**src/rtl/adder_pkg.sv**
```systemverilog
// Shared definitions for the serial adder family: sequencer states, slice width
// and an elaboration-time log2 helper.
package adder_pkg;

  typedef enum logic [1:0] {
    IDLE = 2'd0,
    RUN  = 2'd1,
    DONE = 2'd2
  } state_t;

  localparam int NIBBLE_W = 4;

  // Bits needed to count 0..value-1; never less than one bit.
  function automatic int clog2(input int value);
    int result;
    int remaining;
    result    = 0;
    remaining = value - 1;
    while (remaining > 0) begin
      result++;
      remaining = remaining >> 1;
    end
    return (result < 1) ? 1 : result;
  endfunction

endpackage

```
**src/rtl/nibble_adder_4.sv**
```systemverilog
// Combinational 4-bit adder slice with carry in and carry out; the only
// arithmetic in the serial adder.
module nibble_adder_4 (
  input  logic [3:0] a,
  input  logic [3:0] b,
  input  logic       ci,
  output logic [3:0] s,
  output logic       co
);

  assign {co, s} = {1'b0, a} + {1'b0, b} + {4'b0000, ci};

endmodule

```
**src/rtl/nibble_serial_add_ctrl.sv**
```systemverilog
// WIDTH-bit adder built from one 4-bit slice reused over WIDTH/4 cycles.
// Define NIBBLE_SUB_EN to add a 'sub' input that turns the operation into X - Y.
module nibble_serial_add_ctrl
  import adder_pkg::*;
#(
  parameter int WIDTH = 16
) (
  input  logic             clk1,
  input  logic             rst1,
  input  logic             start,
  input  logic [WIDTH-1:0] X,
  input  logic [WIDTH-1:0] Y,
`ifdef NIBBLE_SUB_EN
  input  logic             sub,
`endif
  output logic             busy,
  output logic             done,
  output logic [WIDTH-1:0] Sum,
  output logic             C
);

  localparam int NIB   = WIDTH / NIBBLE_W;
  localparam int CNT_W = clog2(NIB);
  localparam logic [CNT_W-1:0] LAST = CNT_W'(NIB - 1);

  state_t             state;
  logic [WIDTH-1:0]   x_sr;
  logic [WIDTH-1:0]   y_sr;
  logic               carry_q;
  logic [CNT_W-1:0]   cnt;
  logic [NIBBLE_W-1:0] y_nib;
  logic [NIBBLE_W-1:0] slice_sum;
  logic               slice_co;

`ifdef NIBBLE_SUB_EN
  logic sub_q;

  // Subtraction is X + ~Y + 1: invert each Y nibble, the +1 comes from the preset carry.
  assign y_nib = y_sr[NIBBLE_W-1:0] ^ {NIBBLE_W{sub_q}};
`else
  assign y_nib = y_sr[NIBBLE_W-1:0];
`endif

  nibble_adder_4 u_slice (
    .a  (x_sr[NIBBLE_W-1:0]),
    .b  (y_nib),
    .ci (carry_q),
    .s  (slice_sum),
    .co (slice_co)
  );

  // NOTE: every register here uses non-blocking assignment so all state updates
  // see the pre-edge values, independent of statement order.
  always_ff @(posedge clk1 or posedge rst1) begin
    if (rst1) begin
      state   <= IDLE;
      x_sr    <= '0;
      y_sr    <= '0;
      carry_q <= 1'b0;
      cnt     <= '0;
      Sum     <= '0;
      C       <= 1'b0;
      done    <= 1'b0;
      busy    <= 1'b0;
`ifdef NIBBLE_SUB_EN
      sub_q   <= 1'b0;
`endif
    end else begin
      done <= 1'b0;
      // Registered view of RUN/DONE: rises one cycle after acceptance, falls with done.
      busy <= (state != IDLE);
      case (state)
        IDLE: begin
          if (start) begin
            x_sr  <= X;
            y_sr  <= Y;
            cnt   <= '0;
            Sum   <= '0;
            C     <= 1'b0;
`ifdef NIBBLE_SUB_EN
            sub_q   <= sub;
            carry_q <= sub;
`else
            carry_q <= 1'b0;
`endif
            state <= RUN;
          end
        end
        RUN: begin
          x_sr    <= x_sr >> NIBBLE_W;
          y_sr    <= y_sr >> NIBBLE_W;
          carry_q <= slice_co;
          // New nibble enters at the top so nibble 0 ends up at Sum[3:0].
          Sum     <= {slice_sum, Sum[WIDTH-1:NIBBLE_W]};
          if (cnt == LAST) begin
            state <= DONE;
          end else begin
            cnt <= cnt + 1'b1;
          end
        end
        DONE: begin
          C     <= carry_q;
          done  <= 1'b1;
          state <= IDLE;
        end
        default: state <= IDLE;
      endcase
    end
  end

endmodule

```
**config.mk**
```make
export PLATFORM = sky130hd
export DESIGN_NAME = nibble_serial_add_ctrl
export DESIGN_NICKNAME = d
export VERILOG_FILES = /design/src/rtl/adder_pkg.sv /design/src/rtl/nibble_adder_4.sv /design/src/rtl/nibble_serial_add_ctrl.sv
export SDC_FILE = /design/constraint.sdc
export NUM_CORES = 1
export LEC_CHECK = 0
export BUFFER_PORTS_ARGS = -buffer_cell sky130_fd_sc_hd__buf_2
export CORE_MARGIN = 1
export CORE_UTILIZATION = 40
export DETAILED_ROUTE_END_ITERATION = 16
export GPL_ROUTABILITY_DRIVEN = 0
export PLACE_DENSITY = 0.61
export SETUP_SLACK_MARGIN = 0.15
export SLEW_MARGIN = 20
export SYNTH_ARGS = -nofsm -noshare
export SYNTH_HDL_FRONTEND = slang
export SYNTH_HIERARCHICAL = 1
export SYNTH_SLANG_ARGS = --single-unit
```
**constraint.sdc**
```tcl
create_clock -name clk1 -period 1.5 [get_ports clk1]
set_clock_uncertainty 0.05 [all_clocks]
set_input_delay 0.075 -clock clk1 [delete_from_list [all_inputs] [get_ports clk1]]
set_output_delay 0.075 -clock clk1 [all_outputs]
set_load 0.01 [all_outputs]
```
==> out/summary.json <==
{
  "worst_setup_path": {
    "timing.rr.start": "x_sr[0]$_DFFE_PP0P_",
    "worstPathCellList": "fa_2, inv_2, fa_2, nor2b_1, o21ai_1, nand2b_1, a22o_1",
    "critPathMostFrequentCell": "sky130_fd_sc_hd__fa_2",
    "reg2reg_slack_ps": -140,
    "crit_start": "x_sr[0]$_DFFE_PP0P_",
    "timing.critical_path.required_ps": 1650,
    "path_class": "flop to flop",
    "crit_path_max_incr_delay_ps": 410,
    "regToRegEndpoint": "carry_q$_DFFE_PP0P_",
    "cp_data_arrival_time_ps": 1790,
    "worst_r2r_path_depth": 7,
    "cp-end-kind": "flop",
    "critPathCapture": "carry_q$_DFFE_PP0P_",
    "timing.critical_path.slowest_stage_cell": "sky130_fd_sc_hd__dfrtp_1",
    "worst-path-max-fanout": 2,
    "start_kind": "flop"
  },
  "detailed_routing": {
    "postRouteAntennaNets": 0,
    "via_count": 2075,
    "wl_per_cell_um": 14.8,
    "drcViolationCount": 0,
    "drt_first_pass_iters": 4,
    "avgViaCountPerCell": 5.47,
    "dr.first_iter.drc_count": 132,
    "postRouteWirelength_um": 5620
  },
  "clock_network": {
    "clkLatencyLatePin_ps": 310,
    "cts.sink_count": 56,
    "cts_inserted_buffers": 5,
    "cts-htree-levels": 2,
    "ctsRootBufferMaster": "sky130_fd_sc_hd__clkbuf_8",
    "cts.reportedPaths.clkPinSlew_ps": 90,
    "max-clock-path-buffers": 2,
    "tritoncts": "done"
  },
  "yosys": {
    "mappedNetlistNets": 270,
    "post_synth_num_cell_types": 36,
    "synth.cell_area_um2": 2640,
    "synth_cells": 229,
    "ys_warn_count": 6,
    "ys_ff_latch": 56,
    "seq_area_frac_synth": 0.532,
    "avg_cell_area_syn_um2": 11.5
  },
  "cells_and_area": {
    "post_route_cells_drive_above_1_share": 0.348,
    "insertedDiodeCount": 0,
    "syn2layout_area_growth_pct": 24.3,
    "num-nets-final": 342,
    "final_util": 0.516
  },
  "power": {
    "static_power_due_to_leakage_nw": 1.52,
    "p_per_area_nw_per_um2": 2180,
    "vdd_drop_max_v": 0.00100,
    "final_total_power_w": 0.00714
  },
  "timing": {
    "maxSlewHeadroom": 0.745,
    "shortest_period_the_worst_path_allows_ps": 1640,
    "fin_hold_ws_ps": 17.6,
    "unrepaired_setup_endpoints_after_global_routing": "yes",
    "max_slew.worst_pin.slew_ps": 383,
    "max_clock_freq_mhz": 609,
    "layout_worst_path_cycle_share": 1.10,
    "final.setup.worst_slack_ps": -143,
    "timing.final.setup_violations": 4,
    "final_hold_viol_count": 0,
    "report.final.slew_viol_count": 0
  },
  "placed_design": {
    "buffer_ports.inserted": 53,
    "dp_hpwl_um": 3710,
    "pre_cts_ws_ps": -154
  },
  "grt": {
    "grt-busiest-layer": "met2",
    "grt_use_met2": 0.256,
    "gr-usage-all-layers": 0.170,
    "global_route.overflow_total": 0,
    "largest_net_degree_at_the_start_of_global_routing": 57,
    "grt_pass1_wl_um": 9520,
    "grt_use_met3": 0.0338,
    "grt_antenna_before_repair": 0,
    "gr-usage-met1": 0.252,
    "grt_pass1_vias": 1945
  },
  "worst_hold_path": {
    "worstHoldPathType": "input port to flop",
    "worstHoldStart": "X[8]"
  },
  "status": {
    "run_status": "finished, violations left",
    "violations_in_the_final_reports": "setup timing"
  },
  "floorplan": {
    "fp.coreArea_um2": 6350,
    "die-height_um": 83.2,
    "pin_count": 54,
    "die_width_um": 83.2,
    "dieArea_um2": 6920,
    "row_count": 29,
    "effective_utilization_at_floorplan": 0.415
  },
  "run": {
    "max-cap-violations": 0
  }
}
[placed cells by master, fill, tap and decap left out, types with 2 or more instances in the layout]
master,instances
sky130_fd_sc_hd__o22ai_1,24
sky130_fd_sc_hd__o221a_2,3
sky130_fd_sc_hd__fa_2,2
sky130_fd_sc_hd__inv_1,9
sky130_fd_sc_hd__nor2_4,3
sky130_fd_sc_hd__nor2b_1,7
sky130_fd_sc_hd__o22a_1,5
sky130_fd_sc_hd__nand2b_4,2
sky130_fd_sc_hd__a22o_1,17
sky130_fd_sc_hd__dlygate4sd3_1,9
sky130_fd_sc_hd__a221oi_1,3
sky130_fd_sc_hd__nor3_1,5
sky130_fd_sc_hd__ha_1,4
sky130_fd_sc_hd__dfrtp_2,2
sky130_fd_sc_hd__buf_6,2
sky130_fd_sc_hd__dfrtp_1,54
sky130_fd_sc_hd__clkbuf_8,5
sky130_fd_sc_hd__nor2_1,2
sky130_fd_sc_hd__nand2_1,9
sky130_fd_sc_hd__buf_2,53
sky130_fd_sc_hd__a21oi_1,19
sky130_fd_sc_hd__buf_12,4
sky130_fd_sc_hd__xnor2_1,2
sky130_fd_sc_hd__buf_4,15
sky130_fd_sc_hd__nand3b_1,3
sky130_fd_sc_hd__nor3b_2,4
sky130_fd_sc_hd__o21ai_0,15
sky130_fd_sc_hd__inv_2,2
sky130_fd_sc_hd__o2bb2ai_1,2
[metrics by stage]
step	cells	instance area (um^2)	setup TNS, ps
after CTS	375	3230	-406
after detailed placement	357	3010	-388
after global routing	379	3280	-641
final	379	3280	-370
after global placement	357	3010	-315
after floorplan	229	2650	-178
[sequential cells by signal (all words and copies together), names as in the netlist]
signal / count
C: 1
Sum: 16
busy: 1
carry_q: 1
cnt: 2
done: 1
state: 2
x_sr: 16
y_sr: 16
[cell usage after synthesis]
library cell | n | share of area
sky130_fd_sc_hd__a22o_1 | 17 | 0.056
sky130_fd_sc_hd__inv_1 | 11 | 0.016
sky130_fd_sc_hd__nor3b_2 | 4 | 0.019
sky130_fd_sc_hd__buf_4 | 3 | 0.0085
sky130_fd_sc_hd__inv_4 | 1 | 0.0024
sky130_fd_sc_hd__nor2_1 | 2 | 0.0028
sky130_fd_sc_hd__a221oi_1 | 4 | 0.013
sky130_fd_sc_hd__ha_1 | 4 | 0.019
sky130_fd_sc_hd__dfrtp_1 | 56 | 0.53
sky130_fd_sc_hd__o22ai_1 | 24 | 0.057
sky130_fd_sc_hd__clkbuf_1 | 2 | 0.0028
sky130_fd_sc_hd__a21oi_1 | 19 | 0.036
sky130_fd_sc_hd__o2bb2ai_1 | 2 | 0.0066
sky130_fd_sc_hd__a22oi_1 | 1 | 0.0028
sky130_fd_sc_hd__o221a_2 | 3 | 0.013
sky130_fd_sc_hd__buf_2 | 4 | 0.0076
sky130_fd_sc_hd__nor2_2 | 1 | 0.0024
sky130_fd_sc_hd__nor3_1 | 5 | 0.0095
sky130_fd_sc_hd__nor2_4 | 3 | 0.013
sky130_fd_sc_hd__nand2b_4 | 2 | 0.010
sky130_fd_sc_hd__buf_6 | 9 | 0.038
sky130_fd_sc_hd__nor2b_1 | 7 | 0.017
sky130_fd_sc_hd__xnor2_1 | 2 | 0.0066
sky130_fd_sc_hd__o22a_1 | 5 | 0.017
sky130_fd_sc_hd__o21ai_4 | 1 | 0.0062
sky130_fd_sc_hd__fa_1 | 2 | 0.015
sky130_fd_sc_hd__nand3b_1 | 3 | 0.0085
sky130_fd_sc_hd__and3_1 | 1 | 0.0024
sky130_fd_sc_hd__nand2_1 | 9 | 0.013
sky130_fd_sc_hd__a21oi_2 | 1 | 0.0033
sky130_fd_sc_hd__a21o_1 | 1 | 0.0028
sky130_fd_sc_hd__nand2b_1 | 1 | 0.0024
sky130_fd_sc_hd__o21ai_0 | 16 | 0.030
sky130_fd_sc_hd__inv_2 | 1 | 0.0014
sky130_fd_sc_hd__a32o_1 | 1 | 0.0038
sky130_fd_sc_hd__nor3b_1 | 1 | 0.0028
[power by group]
part | switching (W) | internal [W]
logic | 0.00170 | 0.00180
registers | 0.000477 | 0.00219
clock network | 0.000478 | 0.000496
[worst min-delay path by stage]
stage                               end  slack, ps  cells after the start
CTS                 x_sr[8]$_DFFE_PP0P_          8                      3
finish              x_sr[8]$_DFFE_PP0P_         20                      3
floorplan                 C$_DFFE_PP0P_        110                      1
global placement    y_sr[4]$_DFFE_PP0P_        130                      3
detailed placement       done$_DFF_PP0_        130                      3
global route        x_sr[8]$_DFFE_PP0P_         10                      3
[logic make-up (layout without fill, tap and decap cells)]
| kind of cell | after synthesis | in the layout | share of synthesized area |
|---|---|---|---|
| AND/OR/NAND/NOR | 39 | 39 | 0.103 |
| adder cells (fa/ha/maj) | 6 | 6 | 0.0342 |
| XOR/XNOR | 2 | 2 | 0.00665 |
| buffers and inverters | 31 | 104 | 0.0769 |
| AO/OA/AOI/OAI | 95 | 95 | 0.248 |
| flip-flops | 56 | 56 | 0.532 |
[what timing repair did]
action | CTS | global route
endpoints found under the hold margin | 64 | 0
resized for setup | 0 | 5
gates cloned | 0 | 0
buffers inserted | 1 | 4
hold buffers | 9 | 0
pin swaps | 4 | 2
setup endpoints to repair | 14 | 31
[worst max-delay path: cells and delay by family, from the launching register on]
kind	cells	cell delay [ps]
buffers and inverters	1	60
DFF	1	410
and+or+nand+nor	2	120
adders and majority gates	2	590
AOI/OAI and AO/OA	2	320
[layout make-up]
type	instances	area, um^2
Clock buffer	6	72.6
Inverter	13	55.1
Multi-Input combinational cell	142	1040
Clock inverter	2	35.0
Timing Repair Buffer	83	571
Sequential cell	56	1400
Tap cell	77	96.3
Fill cell	591	3070
[layer usage]
| metal | share of wire | routed length, um |
|---|---|---|
| met4 | 0.0096 | 54 |
| met5 | 0 | 0 |
| met3 | 0.040 | 227 |
| met1 | 0.47 | 2660 |
| met2 | 0.48 | 2680 |
Power figures use the tool's default switching activity.
